`config.mk`:
```
export PLATFORM = sky130hd
export DESIGN_NAME = pitch_frame_smoother
export DESIGN_NICKNAME = d
export VERILOG_FILES = /design/src/rtl/pitch_frame_smoother.sv
export SDC_FILE = /design/constraint.sdc
export NUM_CORES = 1
export LEC_CHECK = 0
export BUFFER_PORTS_ARGS = -buffer_cell sky130_fd_sc_hd__buf_2
export CORE_ASPECT_RATIO = 1.2
export CORE_MARGIN = 3
export CORE_UTILIZATION = 55
export CTS_CLUSTER_DIAMETER = 200
export DETAILED_ROUTE_END_ITERATION = 8
export PLACE_DENSITY = 0.81
export SYNTH_ARGS = -nofsm -noshare
export SYNTH_HDL_FRONTEND = slang
export SYNTH_SLANG_ARGS = --single-unit
```
`constraint.sdc`:
```
create_clock -name clk_in -period 3.61 [get_ports clk_in]
set_input_delay 0.1805 -clock clk_in [delete_from_list [all_inputs] [get_ports clk_in]]
set_output_delay 0.1805 -clock clk_in [all_outputs]
set_load 0.05 [all_outputs]
```
`src/rtl/pitch_frame_smoother.sv`:
```
// pitch_frame_smoother: clamps raw pitch estimates, low-pass filters them once
// per video frame and holds the result steady for the whole frame. Raises
// lost_out after TIMEOUT_FRAMES frames in a row with no estimate, then decays
// the output toward MIN_FREQ until pitch comes back.
// Optional build macro: MEDIAN3_EN. When defined, the filter input is the
// median of the last three per-frame samples, which rejects single-frame spikes.
module pitch_frame_smoother #(
   parameter logic [15:0] MIN_FREQ       = 16'd0,
   parameter logic [15:0] MAX_FREQ       = 16'd2044,
   parameter int          ALPHA_SHIFT    = 2,
   parameter int          TIMEOUT_FRAMES = 30
) (
   input  logic        clk_in,
   input  logic        rst_in,
   input  logic [15:0] freq_in,
   input  logic        freq_valid_in,
   input  logic        new_frame_in,
   output logic [15:0] freq_out,
   output logic        lost_out
);

   localparam int            CW  = (TIMEOUT_FRAMES < 2) ? 1 : $clog2(TIMEOUT_FRAMES + 1);
   localparam logic [CW-1:0] TMO = CW'(TIMEOUT_FRAMES);

   typedef enum logic [1:0] {IDLE, TRACK, LOST} state_t;

   state_t        state, state_nxt;
   logic [15:0]   pend, pend_nxt;
   logic          pend_vld, pend_vld_nxt;
   logic [15:0]   freq_nxt;
   logic          lost_nxt;
   logic [CW-1:0] miss, miss_nxt;
   logic [15:0]   clamped, sample, target;
   logic          have;

   // One filter step: cur + ((tgt - cur) >>> ALPHA_SHIFT). The 17-bit difference
   // keeps the sign; because tgt is always within the clamp range the true
   // result fits in 16 bits, so a modular 16-bit add is exact.
   function automatic logic [15:0] step_toward(input logic [15:0] cur, input logic [15:0] tgt);
      logic signed [16:0] diff;
      diff = $signed({1'b0, tgt}) - $signed({1'b0, cur});
      diff = diff >>> ALPHA_SHIFT;
      return cur + diff[15:0];
   endfunction

   // Clamp the incoming estimate into [MIN_FREQ, MAX_FREQ]
   always_comb begin
      clamped = freq_in;
      if (freq_in <= MIN_FREQ)      clamped = MIN_FREQ;
      else if (freq_in >= MAX_FREQ) clamped = MAX_FREQ;
   end

   // A strobe coinciding with the frame pulse bypasses the pending register
   assign sample = freq_valid_in ? clamped : pend;
   assign have   = freq_valid_in | pend_vld;

`ifdef MEDIAN3_EN
   // Only the two previous accepted samples are stored; the current sample
   // completes the three-entry window, so the oldest entry is never needed.
   logic [1:0][15:0] hist, hist_nxt;

   function automatic logic [15:0] med3(input logic [15:0] a, input logic [15:0] b,
                                        input logic [15:0] c);
      logic [15:0] lo, hi;
      lo = (a < b) ? a : b;
      hi = (a < b) ? b : a;
      hi = (hi < c) ? hi : c;
      return (lo > hi) ? lo : hi;
   endfunction

   assign target = med3(sample, hist[0], hist[1]);

   // History shifts on filtered updates and is flooded on direct loads
   always_comb begin
      hist_nxt = hist;
      if (new_frame_in && have) begin
         if (state == TRACK) hist_nxt = {hist[0], sample};
         else                hist_nxt = {sample, sample};
      end
   end

   // History register
   always_ff @(posedge clk_in or negedge rst_in) begin
      if (!rst_in) hist <= '0;
      else         hist <= hist_nxt;
   end
`else
   assign target = sample;
`endif

   // Next-state and output logic; everything only moves on the frame pulse
   // except capture of the pending sample
   always_comb begin
      state_nxt    = state;
      freq_nxt     = freq_out;
      lost_nxt     = lost_out;
      miss_nxt     = miss;
      pend_nxt     = pend;
      pend_vld_nxt = pend_vld;
      if (freq_valid_in) begin
         pend_nxt     = clamped;
         pend_vld_nxt = 1'b1;
      end
      if (new_frame_in) begin
         pend_vld_nxt = 1'b0;
         case (state)
            IDLE: begin
               if (have) begin
                  freq_nxt  = sample;
                  miss_nxt  = '0;
                  state_nxt = TRACK;
               end
            end
            TRACK: begin
               if (have) begin
                  freq_nxt = step_toward(freq_out, target);
                  miss_nxt = '0;
               end else if (miss >= TMO - 1'b1) begin
                  miss_nxt  = TMO;
                  lost_nxt  = 1'b1;
                  state_nxt = LOST;
               end else begin
                  miss_nxt = miss + 1'b1;
               end
            end
            LOST: begin
               if (have) begin
                  freq_nxt  = sample;
                  lost_nxt  = 1'b0;
                  miss_nxt  = '0;
                  state_nxt = TRACK;
               end else begin
                  freq_nxt = step_toward(freq_out, MIN_FREQ);
               end
            end
            default: state_nxt = IDLE;
         endcase
      end
   end

   // State, output and pending registers
   always_ff @(posedge clk_in or negedge rst_in) begin
      if (!rst_in) begin
         state    <= IDLE;
         freq_out <= MIN_FREQ;
         lost_out <= 1'b0;
         miss     <= '0;
         pend     <= '0;
         pend_vld <= 1'b0;
      end else begin
         state    <= state_nxt;
         freq_out <= freq_nxt;
         lost_out <= lost_nxt;
         miss     <= miss_nxt;
         pend     <= pend_nxt;
         pend_vld <= pend_vld_nxt;
      end
   end

endmodule

```
Yosys cells after proc, flatten, opt, wreduce, memory -nomap -nowiden

Index checks and enable logic that the tools add are counted.
Widths: inputs -> output; s select.

Register bits: 41
Logic and storage cells: 54

Add/sub/neg operators: 5
$lt $le $gt $ge: 3
Equal/unequal tests: 8
Multiplexer cells: 21
Bitwise gates (word level): 1
Reduce and logical (&&, ||, !) cells: 10

Operator list:

| kind                  | count |
|---|---|
| $mux 16               | 6 |
| $pmux 16 s3           | 1 |
| $add 16x16->16        | 2 |
| $sub 1x16->17 const A | 1 |
| $sub 16x16->17        | 1 |
| $ge 16x11->1 const B  | 1 |
| $le 16x1->1 const B   | 1 |
| $mux 5                | 3 |
| $ne 2x2->1 const B    | 5 |
| $pmux 5 s2            | 1 |
| $reduce_and 4->1      | 2 |
| $mux 2                | 3 |
| $reduce_bool 2->1     | 3 |
| $add 5x1->5 const B   | 1 |
| $ge 5x5->1 const B    | 1 |
| $mux 1                | 5 |
| $reduce_and 5->1      | 1 |
| $pmux 2 s2            | 1 |
| $reduce_and 3->1      | 1 |
| $reduce_bool 3->1     | 1 |
| $eq 2x1->1 const B    | 1 |
| $eq 2x2->1 const B    | 1 |
| $logic_not 2->1       | 1 |
| $ne 2x1->1 const B    | 1 |
| other kinds (3)       | 3 |

Logic depth before layout (Yosys ltp)

Gate-level depths: netlist of run 1.

Depth in word-level cells: 8
Gate-level depth with buffers: 25

Least setup slack after synthesis of run 1

No wires, ideal clock.

Path kind: input -> register
Start: in freq_in[15]
End: reg freq_out[11]
Library setup time: 137 ps
Arrival time: 4124 ps
Path slack: -651 ps
Stages on the path: 23
Buffers on the path: 1
Path through: nor4_1 > nand3b_1 > clkbuf_1 > nor2_1 > nand2_1 > o21ai_0 > ha_1 > o21ai_0 > o21bai_1 > a21oi_1 > nor2b_1 > o21a_1 > nor2_1 > xnor2_1 > ha_1 > or2_2 > a21oi_1 > a211oi_1 > nor3_1 > o21ai_0 > xor2_1 > a221oi_1 > a211oi_1

Cells in the longest elaborated chain, start to end: 8
Elaborated cells on any way between the ends: 11
Those cells by class: add/sub (2); order compare (2); mux (7)

Ends and longest elaborated chain:

| item                 | line | RTL |
|---|---|---|
| start, declared      | 15   | `input logic [15:0] freq_in,` |
| $ge 16x11->1         | 50   | `else if (freq_in >= MAX_FREQ) clamped = MAX_FREQ;` |
| $mux 16              | 50   |  |
| $mux 16 (*)          | 49   | `if (freq_in <= MIN_FREQ) clamped = MIN_FREQ;` |
| $mux 16 (*)          | --   |  |
| $sub 16x16->17       | 41   | `diff = $signed({1'b0, tgt}) - $signed({1'b0, cur});` |
| $add 16x16->16       | 43   | `return cur + diff[15:0];` |
| $mux 16              | 115  | `if (have) begin` |
| $pmux 16 s3 (*)      | 106  | `case (state)` |
| end signal, assigned | 152  | `freq_out <= freq_nxt;` |
| end, declared        | 18   | `output logic [15:0] freq_out,` |

Every way passes the cells marked *; elsewhere a longest branch is shown, timed or not. The select of a mux whose other input is x is not followed.
A chain may end at the register's enable or synchronous reset.

Final worst setup path of run 1

Start: in freq_in[14]
End: reg freq_out[11]

Same word-level chain as after synthesis.

==> results of run 1 <==
[cell type report]
cell class,count,share of cell area [%]
timing repair buffer,151,18.27
clock inverter,2,0.6012
tap,90,1.933
clock buffer,6,1.245
multi-input combinational,428,58.39
sequential,41,17.69
inverter,29,1.868
[critical path: stages]
cell and delay, ns:
sky130_fd_sc_hd__buf_6 0.10, sky130_fd_sc_hd__nor4_4 0.28, sky130_fd_sc_hd__nand3b_1 0.16, sky130_fd_sc_hd__buf_6 0.17, sky130_fd_sc_hd__o22ai_4 0.17, sky130_fd_sc_hd__inv_2 0.09, sky130_fd_sc_hd__ha_4 0.24, sky130_fd_sc_hd__a21o_1 0.18
sky130_fd_sc_hd__a21o_1 0.19, sky130_fd_sc_hd__a221oi_4 0.33, sky130_fd_sc_hd__o21ai_2 0.10, sky130_fd_sc_hd__and2_4 0.18, sky130_fd_sc_hd__buf_4 0.13, sky130_fd_sc_hd__nor3_1 0.24, sky130_fd_sc_hd__nor2_1 0.08, sky130_fd_sc_hd__ha_1 0.37
sky130_fd_sc_hd__nand3_2 0.12, sky130_fd_sc_hd__a211oi_4 0.28, sky130_fd_sc_hd__nor3_2 0.08, sky130_fd_sc_hd__o21ai_1 0.17, sky130_fd_sc_hd__xor2_1 0.23, sky130_fd_sc_hd__a221oi_1 0.14, sky130_fd_sc_hd__a211oi_1 0.26
[state kept, by name (all words and copies together), names as in the netlist]
name / count
miss: 5
freq_out: 16
pend_vld: 1
pend: 16
lost_out: 1
state: 2
[what timing repair did]
action                                 CTS  global route
cloned                                   1             0
endpoints found under the hold margin    0             0
pin swaps                               30            44
setup endpoints to repair               11            12
setup buffers                            6             6
gates resized for setup                 42            26
[through the flow]
step / hold slack, ns / setup slack, ns / cells / cell area (µm²)
global placement: 0.3940 / -0.5251 / 727 / 5305
floorplan: -0.1151 / -0.2053 / 512 / 4305
CTS: 0.06808 / -0.3885 / 742 / 5662
detailed placement: 0.3991 / -0.7202 / 727 / 5305
finish: 0.01820 / -0.6721 / 747 / 5827
global route: 0.09627 / -0.8091 / 747 / 5827
[layout by cell type, fill, tap and decap left out, types with 8 or more instances in the layout]
cell type,netlist,routed
sky130_fd_sc_hd__dfrtp_1,41,37
sky130_fd_sc_hd__xor2_1,16,14
sky130_fd_sc_hd__nor3_1,13,11
sky130_fd_sc_hd__a21oi_1,33,26
sky130_fd_sc_hd__ha_1,50,43
sky130_fd_sc_hd__nor2_1,40,34
sky130_fd_sc_hd__buf_4,0,111
sky130_fd_sc_hd__xnor2_1,27,26
sky130_fd_sc_hd__nand2_1,47,45
sky130_fd_sc_hd__nand2b_1,9,8
sky130_fd_sc_hd__o22ai_1,11,8
sky130_fd_sc_hd__inv_1,29,27
sky130_fd_sc_hd__nand3_1,15,14
sky130_fd_sc_hd__o21ai_0,34,19
sky130_fd_sc_hd__nor2b_1,10,9
sky130_fd_sc_hd__a21o_1,8,8
sky130_fd_sc_hd__buf_2,0,35
[layer usage]
metal  vias to the layer above  GRT usage [%]  wire [µm]  part of all wire, %
met5                         -              0          0                    0
met4                         0          24.36       1393                  8.3
met3                       138          4.719       1552                  9.3
met2                       411          60.83       8040                   48
met1                      2384          39.07       5766                   34
li1                       2184              -          -                    -
[cells by family (layout without fill, tap and decap cells)]
kind of cell | count (synthesis) | count (layout) | synth area share (%)
muxes | 3 | 3 | 0.7436
xor gates and xnor gates | 43 | 43 | 8.953
DFF | 41 | 41 | 24.39
AOI/OAI and AO/OA | 162 | 162 | 25.67
buffers and inverters | 43 | 188 | 4.015
and+or+nand+nor | 168 | 168 | 20.40
adders and majority gates | 52 | 52 | 15.82
[how the worst max path moves through the flow]
stage,from,to,slack [ns],cells past startpoint
after floorplan,freq_in[15],freq_out[15]$_DFFE_PN0P_,-0.21,24
after global placement,freq_in[15],freq_out[15]$_DFFE_PN0P_,-0.53,23
after detailed placement,freq_in[15],freq_out[11]$_DFFE_PN0P_,-0.72,23
after CTS,freq_in[15],freq_out[15]$_DFFE_PN0P_,-0.39,22
after global routing,freq_in[14],freq_out[15]$_DFFE_PN0P_,-0.81,24
final,freq_in[14],freq_out[11]$_DFFE_PN0P_,-0.67,23
==> reports/qor.csv, run 1 <==
stage,metric,value,unit
outcome,status,"finished, violations left",
outcome,violated_checks,setup timing,
timing,hold_viol,0,
die,die_y,101.8,µm
hold_path,hold_path.class,primary input to asynchronous set/reset pin,
global_route,leftover_overflow_at_the_end_of_global_routing,0,
die,die-width,85.84,µm
synth,cell_area_after_synthesis,4207,µm²
global_route,gr-usage-all-layers,34.85,%
detailed_routing,num_vias,5117,
synth,synth.area.top_cells,"sky130_fd_sc_hd__dfrtp_1, sky130_fd_sc_hd__ha_1, sky130_fd_sc_hd__xnor2_1, sky130_fd_sc_hd__nand2_1, sky130_fd_sc_hd__o21ai_0",
synth,synthDominantAreaCellType,sky130_fd_sc_hd__dfrtp_1,
cells_and_area,final_core_utilization,79.17,%
synth,synth-edff-count,0,
cells_and_area,post_route_cells_drive_above_1_share,35.92,%
synth,postSynthNetCount,584,
cells_and_area,insertedDiodeCount,0,
setup_path,worst-r2r-cell-count,19,
setup_path,required,3.81,ns
timing,finalCriticalPeriod,4.282,ns
setup_path,reg2reg_setup_slack,-0.54,ns
cts,clockRootBuffer,sky130_fd_sc_hd__clkbuf_8,
place,hpwl,10240,µm
timing,share_of_the_cycle_needed_by_the_critical_path_after_routing,118.6,%
detailed_routing,route.detailed.drc,0,
detailed_routing,detail_route.iter0.violations,553,
timing,finalMaxSlewViolations,0,
timing,relative_slew_slack,33.32,%
cells_and_area,area_growth_syn_to_layout,38.52,%
synth,post-synth-top-count-cell,sky130_fd_sc_hd__ha_1,
synth,synthesized_flop_and_latch_total,41,
die,design.die.area,8738,µm²
global_route,first_global_vias,4989,
synth,synthFlopType,sky130_fd_sc_hd__dfrtp_1,
timing,worst_slew_pin_slew,1.000,ns
detailed_routing,drt-pass1-iter-count,5,
detailed_routing,drt-vias-per-instance,6.850,
timing,rsz0062_at_grt,true,
global_route,antenna_violations_before_repair,0,
cts,tritoncts_clock_tree,yes,
synth,synth.yosys.seq_area_share,24.39,%
timing,setup_slack_of_the_critical_path_after_layout,-0.6721,ns
global_route,grt_max_degree,42,
job,drv.max_cap_violation_count,0,
detailed_routing,final_antenna_net_count,0,
setup_path,regToRegStartpoint,pend[5]$_DFF_PN0_,
synth,post_synth_num_cell_types,65,
synth,postSynth.asyncResetShare,100.0,%
cells_and_area,number_of_inserted_filler_cells_in_the_final_layout,466,
timing,totalNegativeSetupSlack,-5.045,ns
cts,clock_insertion_delay_worst_skew,0.32,ns
die,design.portCount,37,
cts,cts.sinks,41,
cells_and_area,finish.net_count,728,
detailed_routing,drt-wirelength-per-cell,22.43,µm
timing,timing.final.setup_violations,12,
setup_path,worstSetupStartpointType,primary input,
detailed_routing,postRouteWirelength,16750,µm
setup_path,data_arrival_time_of_the_worst_path,4.48,ns
timing,final.setup_skew,0.01479,ns
cells_and_area,seq_area,1031,µm²
setup_path,worst-setup-path-type,primary input to flip-flop,
cts,clock_buffers_created_by_tritoncts,5,
setup_path,crit-reg2reg-capture,freq_out[11]$_DFFE_PN0P_,
cts,path_clk_slew,0.10,ns
setup_path,critical_path.max_fanout,4,
cts,cts-hold-fix-buffers,0,
cts,htree_num_levels,2,
die,initial_utilization,57.16,%
synth,synth.top_cells.by_count,"sky130_fd_sc_hd__ha_1, sky130_fd_sc_hd__nand2_1, sky130_fd_sc_hd__dfrtp_1",
synth,ys_warn_count,0,
die,num_rows,34,
die,floorplan.core_area,7360,µm²
place,place.gp.congestion,0.9279,
global_route,first_pass_grt_wire_length,24030,µm
synth,syn-mean-instance-area,8.216,µm²
place,io_buffers,36,
synth,synth_top_area_share,24.39,%
setup_path,crit_path_end_kind,flip-flop,
cts,ctsLongestPathBuffers,2,
synth,gate_count_after_technology_mapping,512,
timing,timing.fmax,233.5,MHz
cells_and_area,multi_input_area,3402,µm²
Power of run 1 is not shown: default switching activity piles up to over one toggle a cycle in this logic, so the estimate is an artifact.
==> inputs of run 2 (changes only) <==
- PLACE_DENSITY: 0.81 -> 0.8
==> reports/qor.csv, run 2 (same netlist as run 1, synthesis figures left out) <==
stage,metric,value,unit
die,num_rows,34,
hold_path,hold_path.class,primary input to asynchronous set/reset pin,
global_route,gr-usage-all-layers,31.71,%
detailed_routing,highest-signal-layer,met4,
timing,timing.fmax,248.0,MHz
cells_and_area,mostFrequentLayoutCell,sky130_fd_sc_hd__buf_4,
outcome,violated_checks,setup timing,
setup_path,data_arrival_time_of_the_worst_path,4.22,ns
cts,clockRootBuffer,sky130_fd_sc_hd__clkbuf_8,
cells_and_area,post_layout_nonfiller_instances,743,
detailed_routing,drt-vias-per-instance,6.471,
die,design.portCount,37,
detailed_routing,routed-wl-met2,7360,µm
setup_path,worstSetupStartpointType,primary input,
cts,ctsLongestPathBuffers,2,
cells_and_area,design_area,5667,µm²
setup_path,worst-setup-path-type,primary input to flip-flop,
cts,path_clk_slew,0.09,ns
global_route,leftover_overflow_at_the_end_of_global_routing,0,
die,die_y,101.8,µm
timing,finalMaxSlewViolations,0,
cells_and_area,layout_common_cells,"sky130_fd_sc_hd__buf_4, sky130_fd_sc_hd__ha_1, sky130_fd_sc_hd__nand2_1",
cells_and_area,insertedDiodeCount,0,
place,place.gp.congestion,0.9637,
global_route,antenna_violations_before_repair,0,
global_route,grt_max_degree,42,
place,dp.cells,728,
cells_and_area,area_growth_syn_to_layout,34.71,%
detailed_routing,drt-pass1-iter-count,6,
die,design.die.area,8738,µm²
cells_and_area,post_route_cells_drive_above_1_share,32.77,%
cells_and_area,layout_top_registers,"freq_out x16, pend x16, miss x5",
setup_path,regToRegStartpoint,freq_out[3]$_DFFE_PN0P_,
outcome,status,"finished, violations left",
setup_path,crit_path_end_kind,flip-flop,
timing,share_of_the_cycle_needed_by_the_critical_path_after_routing,111.7,%
setup_path,crit-reg2reg-capture,freq_out[15]$_DFFE_PN0P_,
place,hpwl,10160,µm
detailed_routing,drt-wirelength-per-cell,19.63,µm
cts,clock_buffers_created_by_tritoncts,5,
setup_path,required,3.80,ns
place,io_buffers,36,
setup_path,reg2reg_setup_slack,-0.24,ns
detailed_routing,detail_route.iter0.violations,329,
detailed_routing,postRouteWirelength,14580,µm
timing,rsz0062_at_grt,true,
die,initial_utilization,57.16,%
cts,tritoncts_clock_tree,yes,
cells_and_area,seq_area,1031,µm²
global_route,first_pass_grt_wire_length,21980,µm
cts,cts.sinks,41,
setup_path,worst-r2r-cell-count,14,
timing,relative_slew_slack,32.02,%
place,postPlaceCellArea,5313,µm²
global_route,first_global_vias,4700,
cells_and_area,finish.net_count,724,
die,die-width,85.84,µm
timing,worst_slew_pin_slew,1.020,ns
detailed_routing,wire_length_on_met3,922,µm
cells_and_area,number_of_inserted_filler_cells_in_the_final_layout,514,
detailed_routing,num_vias,4808,
detailed_routing,route.detailed.drc,0,
die,floorplan.core_area,7360,µm²
cts,clock_insertion_delay_worst_skew,0.31,ns
timing,finalCriticalPeriod,4.033,ns
timing,hold_viol,0,
cells_and_area,multi_input_area,3289,µm²
timing,final.setup_skew,0.009659,ns
job,drv.max_cap_violation_count,0,
timing,timing.final.setup_violations,11,
timing,setup_slack_of_the_critical_path_after_layout,-0.4226,ns
cts,htree_num_levels,2,
detailed_routing,detailed_route_wire_length_on_metal_1,5518,µm
detailed_routing,final_antenna_net_count,0,
setup_path,critical_path.max_fanout,3,
[run 2: changes by cell type in the layout (fill, tap and decap cells not counted), sizes merged]
| cell | delta |
|---|---|
| clkbuf | +2 |
| bufinv | -1 |
| buf | -4 |
| clkinv | -1 |
[run 2: area by class of cell]
type | count | share of cell area [%]
multi-input combinational | 428 | 58.05
tap | 90 | 1.987
clock buffer | 8 | 1.413
timing repair buffer | 147 | 18.44
sequential | 41 | 18.19
inverter | 29 | 1.921
[run 2: through the flow]
| stage | utilization [%] | hold WS [ns] | setup slack, ns | TNS [ns] |
|---|---|---|---|---|
| after floorplan | - | -0.1151 | -0.2053 | -1.123 |
| after global placement | 72.19 | 0.3860 | -0.4855 | -3.954 |
| after detailed placement | 72.19 | 0.3943 | -0.6487 | -5.881 |
| after CTS | 74.28 | 0.05967 | -0.2972 | -1.744 |
| after global routing | 77.00 | 0.1050 | -0.6603 | -5.545 |
| final | 77.00 | 0.03239 | -0.4226 | -3.319 |
[run 2: worst max path at each step]
| stage | slack [ns] | depth (start not counted) | startpoint | to |
|---|---|---|---|---|
| final | -0.42 | 25 | freq_in[11] | freq_out[9]$_DFFE_PN0P_ |
| after CTS | -0.30 | 22 | freq_in[15] | freq_out[15]$_DFFE_PN0P_ |
| after global placement | -0.49 | 22 | freq_in[15] | freq_out[14]$_DFFE_PN0P_ |
| after detailed placement | -0.65 | 22 | freq_in[15] | freq_out[14]$_DFFE_PN0P_ |
| after floorplan | -0.21 | 24 | freq_in[15] | freq_out[15]$_DFFE_PN0P_ |
| after global routing | -0.66 | 26 | freq_in[11] | freq_out[15]$_DFFE_PN0P_ |
[run 2: timing repair]
item | 4_1_cts | 5_1_grt
gates resized for setup | 20 | 29
pin swaps | 5 | 18
setup endpoints to repair | 11 | 11
hold buffers | 0 | 0
setup buffers | 0 | 7
[run 2: critical path: stages]
cell	delay [ns]
sky130_fd_sc_hd__buf_2	0.12
sky130_fd_sc_hd__nand4b_1	0.20
sky130_fd_sc_hd__nor3_1	0.21
sky130_fd_sc_hd__buf_4	0.18
sky130_fd_sc_hd__nor2_4	0.05
sky130_fd_sc_hd__nand2_2	0.09
sky130_fd_sc_hd__o21ai_4	0.07
sky130_fd_sc_hd__ha_4	0.16
sky130_fd_sc_hd__nor2b_1	0.14
sky130_fd_sc_hd__o311a_1	0.27
sky130_fd_sc_hd__o21bai_4	0.11
sky130_fd_sc_hd__a21oi_2	0.17
sky130_fd_sc_hd__nor2b_2	0.07
sky130_fd_sc_hd__o21a_1	0.20
sky130_fd_sc_hd__nor2_2	0.14
sky130_fd_sc_hd__xnor2_1	0.14
sky130_fd_sc_hd__ha_1	0.30
sky130_fd_sc_hd__or2_4	0.27
sky130_fd_sc_hd__a21oi_4	0.21
sky130_fd_sc_hd__a211oi_4	0.08
sky130_fd_sc_hd__nor3_2	0.19
sky130_fd_sc_hd__xor2_1	0.22
sky130_fd_sc_hd__o22ai_1	0.10
sky130_fd_sc_hd__a221oi_1	0.29
sky130_fd_sc_hd__a21oi_1	0.07
[run 2: metal layers]
metal  up-vias  track usage, %
met3        67           4.068
li1       2177               -
met2       269           56.58
met1      2295           35.54
met4         0           19.98
met5         -               0
Power of run 2 is left out for the same reason.
==> inputs of run 3 (changes only) <==
- SETUP_SLACK_MARGIN: default -> 0.3
==> reports/qor.csv, run 3 (same netlist as run 1, synthesis figures left out) <==
stage,metric,value,unit
timing,timing.final.setup_violations,12,
setup_path,crit_path_end_kind,flip-flop,
detailed_routing,route.detailed.drc,0,
cells_and_area,finish.net_count,738,
detailed_routing,detail_route.iter0.violations,568,
detailed_routing,drt-pass1-iter-count,6,
cells_and_area,final_core_utilization,82.15,%
timing,setup_slack_of_the_critical_path_after_layout,-0.8100,ns
timing,relative_slew_slack,29.43,%
cells_and_area,insertedDiodeCount,0,
place,io_buffers,36,
timing,rsz0062_at_grt,true,
cts,cts-hold-fix-buffers,0,
timing,final.setup_skew,0.02089,ns
cts,ctsLongestPathBuffers,2,
die,num_rows,34,
cts,path_clk_slew,0.11,ns
timing,timing.fmax,226.2,MHz
place,hpwl,10280,µm
setup_path,cp_slowest_stage_delay,0.37,ns
outcome,status,"finished, violations left",
detailed_routing,drt-vias-per-instance,6.987,
cts,htree_num_levels,2,
detailed_routing,final_antenna_net_count,0,
die,floorplan.core_area,7360,µm²
setup_path,worst_path_dominant_cell_family,compound AO/OA/AOI/OAI gates,
timing,holdWs,0.04566,ns
detailed_routing,postRouteWirelength,18160,µm
setup_path,required,3.77,ns
cells_and_area,post_route_cells_drive_above_1_share,38.68,%
hold_path,hold_path.class,primary input to asynchronous set/reset pin,
timing,finalMaxSlewViolations,0,
setup_path,critical-path-slowest-cell,sky130_fd_sc_hd__o32a_1,
setup_path,critical_path.max_fanout,8,
cells_and_area,mostFrequentLayoutCell,sky130_fd_sc_hd__buf_4,
cells_and_area,number_of_inserted_filler_cells_in_the_final_layout,398,
setup_path,data_arrival_time_of_the_worst_path,4.58,ns
global_route,grt_max_degree,42,
die,design.die.area,8738,µm²
cells_and_area,layout_common_cells,"sky130_fd_sc_hd__buf_4, sky130_fd_sc_hd__nand2_1, sky130_fd_sc_hd__ha_1",
cts,cts.sinks,41,
outcome,violated_checks,setup timing,
cells_and_area,layout_top_registers,"freq_out x16, pend x16, miss x5",
setup_path,worst-setup-path-type,primary input to flip-flop,
cts,clock_insertion_delay_worst_skew,0.32,ns
die,initial_utilization,57.16,%
die,die-width,85.84,µm
global_route,leftover_overflow_at_the_end_of_global_routing,0,
global_route,gr-usage-all-layers,34.06,%
setup_path,crit_buf_inv,4,
die,design.portCount,37,
cells_and_area,area_growth_syn_to_layout,43.72,%
cts,clock_buffers_created_by_tritoncts,5,
detailed_routing,num_vias,5289,
cells_and_area,seq_area,1031,µm²
die,die_y,101.8,µm
cells_and_area,multi_input_area,3481,µm²
timing,finalCriticalPeriod,4.420,ns
global_route,antenna_violations_before_repair,0,
timing,share_of_the_cycle_needed_by_the_critical_path_after_routing,122.4,%
timing,hold_viol,0,
place,place.gp.congestion,0.9929,
job,drv.max_cap_violation_count,0,
setup_path,path_cells,buf_6 -> nor4_4 -> nand3b_1 -> buf_6 -> o32a_1 -> ha_2 -> a21o_1 -> a21o_1 -> a221oi_4 -> o21ai_2 -> and2_4 -> o21a_1 -> nor2_2 -> xnor2_1 -> ha_1 -> buf_6 -> nand2_2 -> o21ai_2 -> o21ai_2 -> buf_4 -> xor2_1 -> o22ai_1 -> o21ai_1 -> o21ai_1,
cts,clockRootBuffer,sky130_fd_sc_hd__clkbuf_8,
timing,worst_slew_pin_slew,1.059,ns
setup_path,worstSetupStartpointType,primary input,
global_route,first_pass_grt_wire_length,23570,µm
cts,tritoncts_clock_tree,yes,
global_route,first_global_vias,5040,
detailed_routing,drt-wirelength-per-cell,23.99,µm
-- run 3: changes by cell type in the layout (fill, tap and decap cells not counted), sizes merged --
cell    before  now
bufinv       0    1
buf        147  161
clkbuf       8    7
-- run 3: final timing paths --
| check | depth (start not counted) | from | slack [ns] | end |
|---|---|---|---|---|
| hold reg to reg | 2 | lost_out$_DFFE_PN0P_ | 0.55 | lost_out$_DFFE_PN0P_ |
| setup reg to reg | 21 | pend[5]$_DFF_PN0_ | -0.59 | freq_out[10]$_DFFE_PN0P_ |
| max in group asynchronous | 1 | rst_in | 2.82 | freq_out[4]$_DFFE_PN0P_ |
| min in group clk_in | 2 | new_frame_in | 0.08 | pend_vld$_DFFE_PN0P_ |
| setup / recovery | 24 | freq_in[13] | -0.81 | freq_out[10]$_DFFE_PN0P_ |
| hold / removal | 1 | rst_in | 0.05 | pend_vld$_DFFE_PN0P_ |
-- run 3: per-stage QoR --
stage / TNS [ns] / area (µm²) / worst slack (ns) / instances
floorplan: -1.121 / 4305 / -0.2049 / 512
global placement: -4.524 / 5320 / -0.5976 / 729
detailed placement: -6.436 / 5320 / -0.7439 / 729
CTS: -2.653 / 5703 / -0.4327 / 746
global route: -7.907 / 6046 / -0.8536 / 757
finish: -7.261 / 6046 / -0.8100 / 757
-- run 3: worst register-to-register path, cell delays in order (launching register included) --
cell and delay (ns):
sky130_fd_sc_hd__dfrtp_1 0.41, sky130_fd_sc_hd__o22ai_4 0.18, sky130_fd_sc_hd__inv_2 0.08, sky130_fd_sc_hd__ha_4 0.24, sky130_fd_sc_hd__a21o_1 0.24, sky130_fd_sc_hd__a21o_1 0.25
sky130_fd_sc_hd__a221oi_4 0.32, sky130_fd_sc_hd__o21ai_2 0.12, sky130_fd_sc_hd__and2_4 0.17, sky130_fd_sc_hd__o21a_1 0.25, sky130_fd_sc_hd__nor2_2 0.15, sky130_fd_sc_hd__xnor2_1 0.09
sky130_fd_sc_hd__ha_1 0.35, sky130_fd_sc_hd__buf_6 0.14, sky130_fd_sc_hd__nand2_2 0.07, sky130_fd_sc_hd__o21ai_2 0.18, sky130_fd_sc_hd__o21ai_2 0.10, sky130_fd_sc_hd__buf_4 0.15
sky130_fd_sc_hd__xor2_1 0.17, sky130_fd_sc_hd__o22ai_1 0.11, sky130_fd_sc_hd__o21ai_1 0.18, sky130_fd_sc_hd__o21ai_1 0.11
-- run 3: cell type report --
class	instances	share of cell area [%]
multi-input cells	428	57.57
repair buffers	161	19.78
flip-flops and latches	41	17.05
well taps	90	1.863
inverters	29	1.800
clock buffers	7	1.428
clock inverters	1	0.4967
-- run 3: metal layers --
metal  vias to the layer above  global-route usage [%]  share of wire (%)
met5                         -                       0                  0
met3                       184                   4.963                9.2
met1                      2445                   36.77                 33
met2                       456                   59.93                 48
li1                       2204                       -                  -
met4                         0                   25.70                 10
-- run 3: timing repair --
| action | 4_1_cts | 5_1_grt |
|---|---|---|
| endpoints found under the hold margin | 0 | 0 |
| setup endpoints to repair | 12 | 13 |
| setup buffers | 9 | 11 |
| gates resized for setup | 39 | 54 |
| pin swaps | 22 | 38 |
Power of run 3 is left out for the same reason.
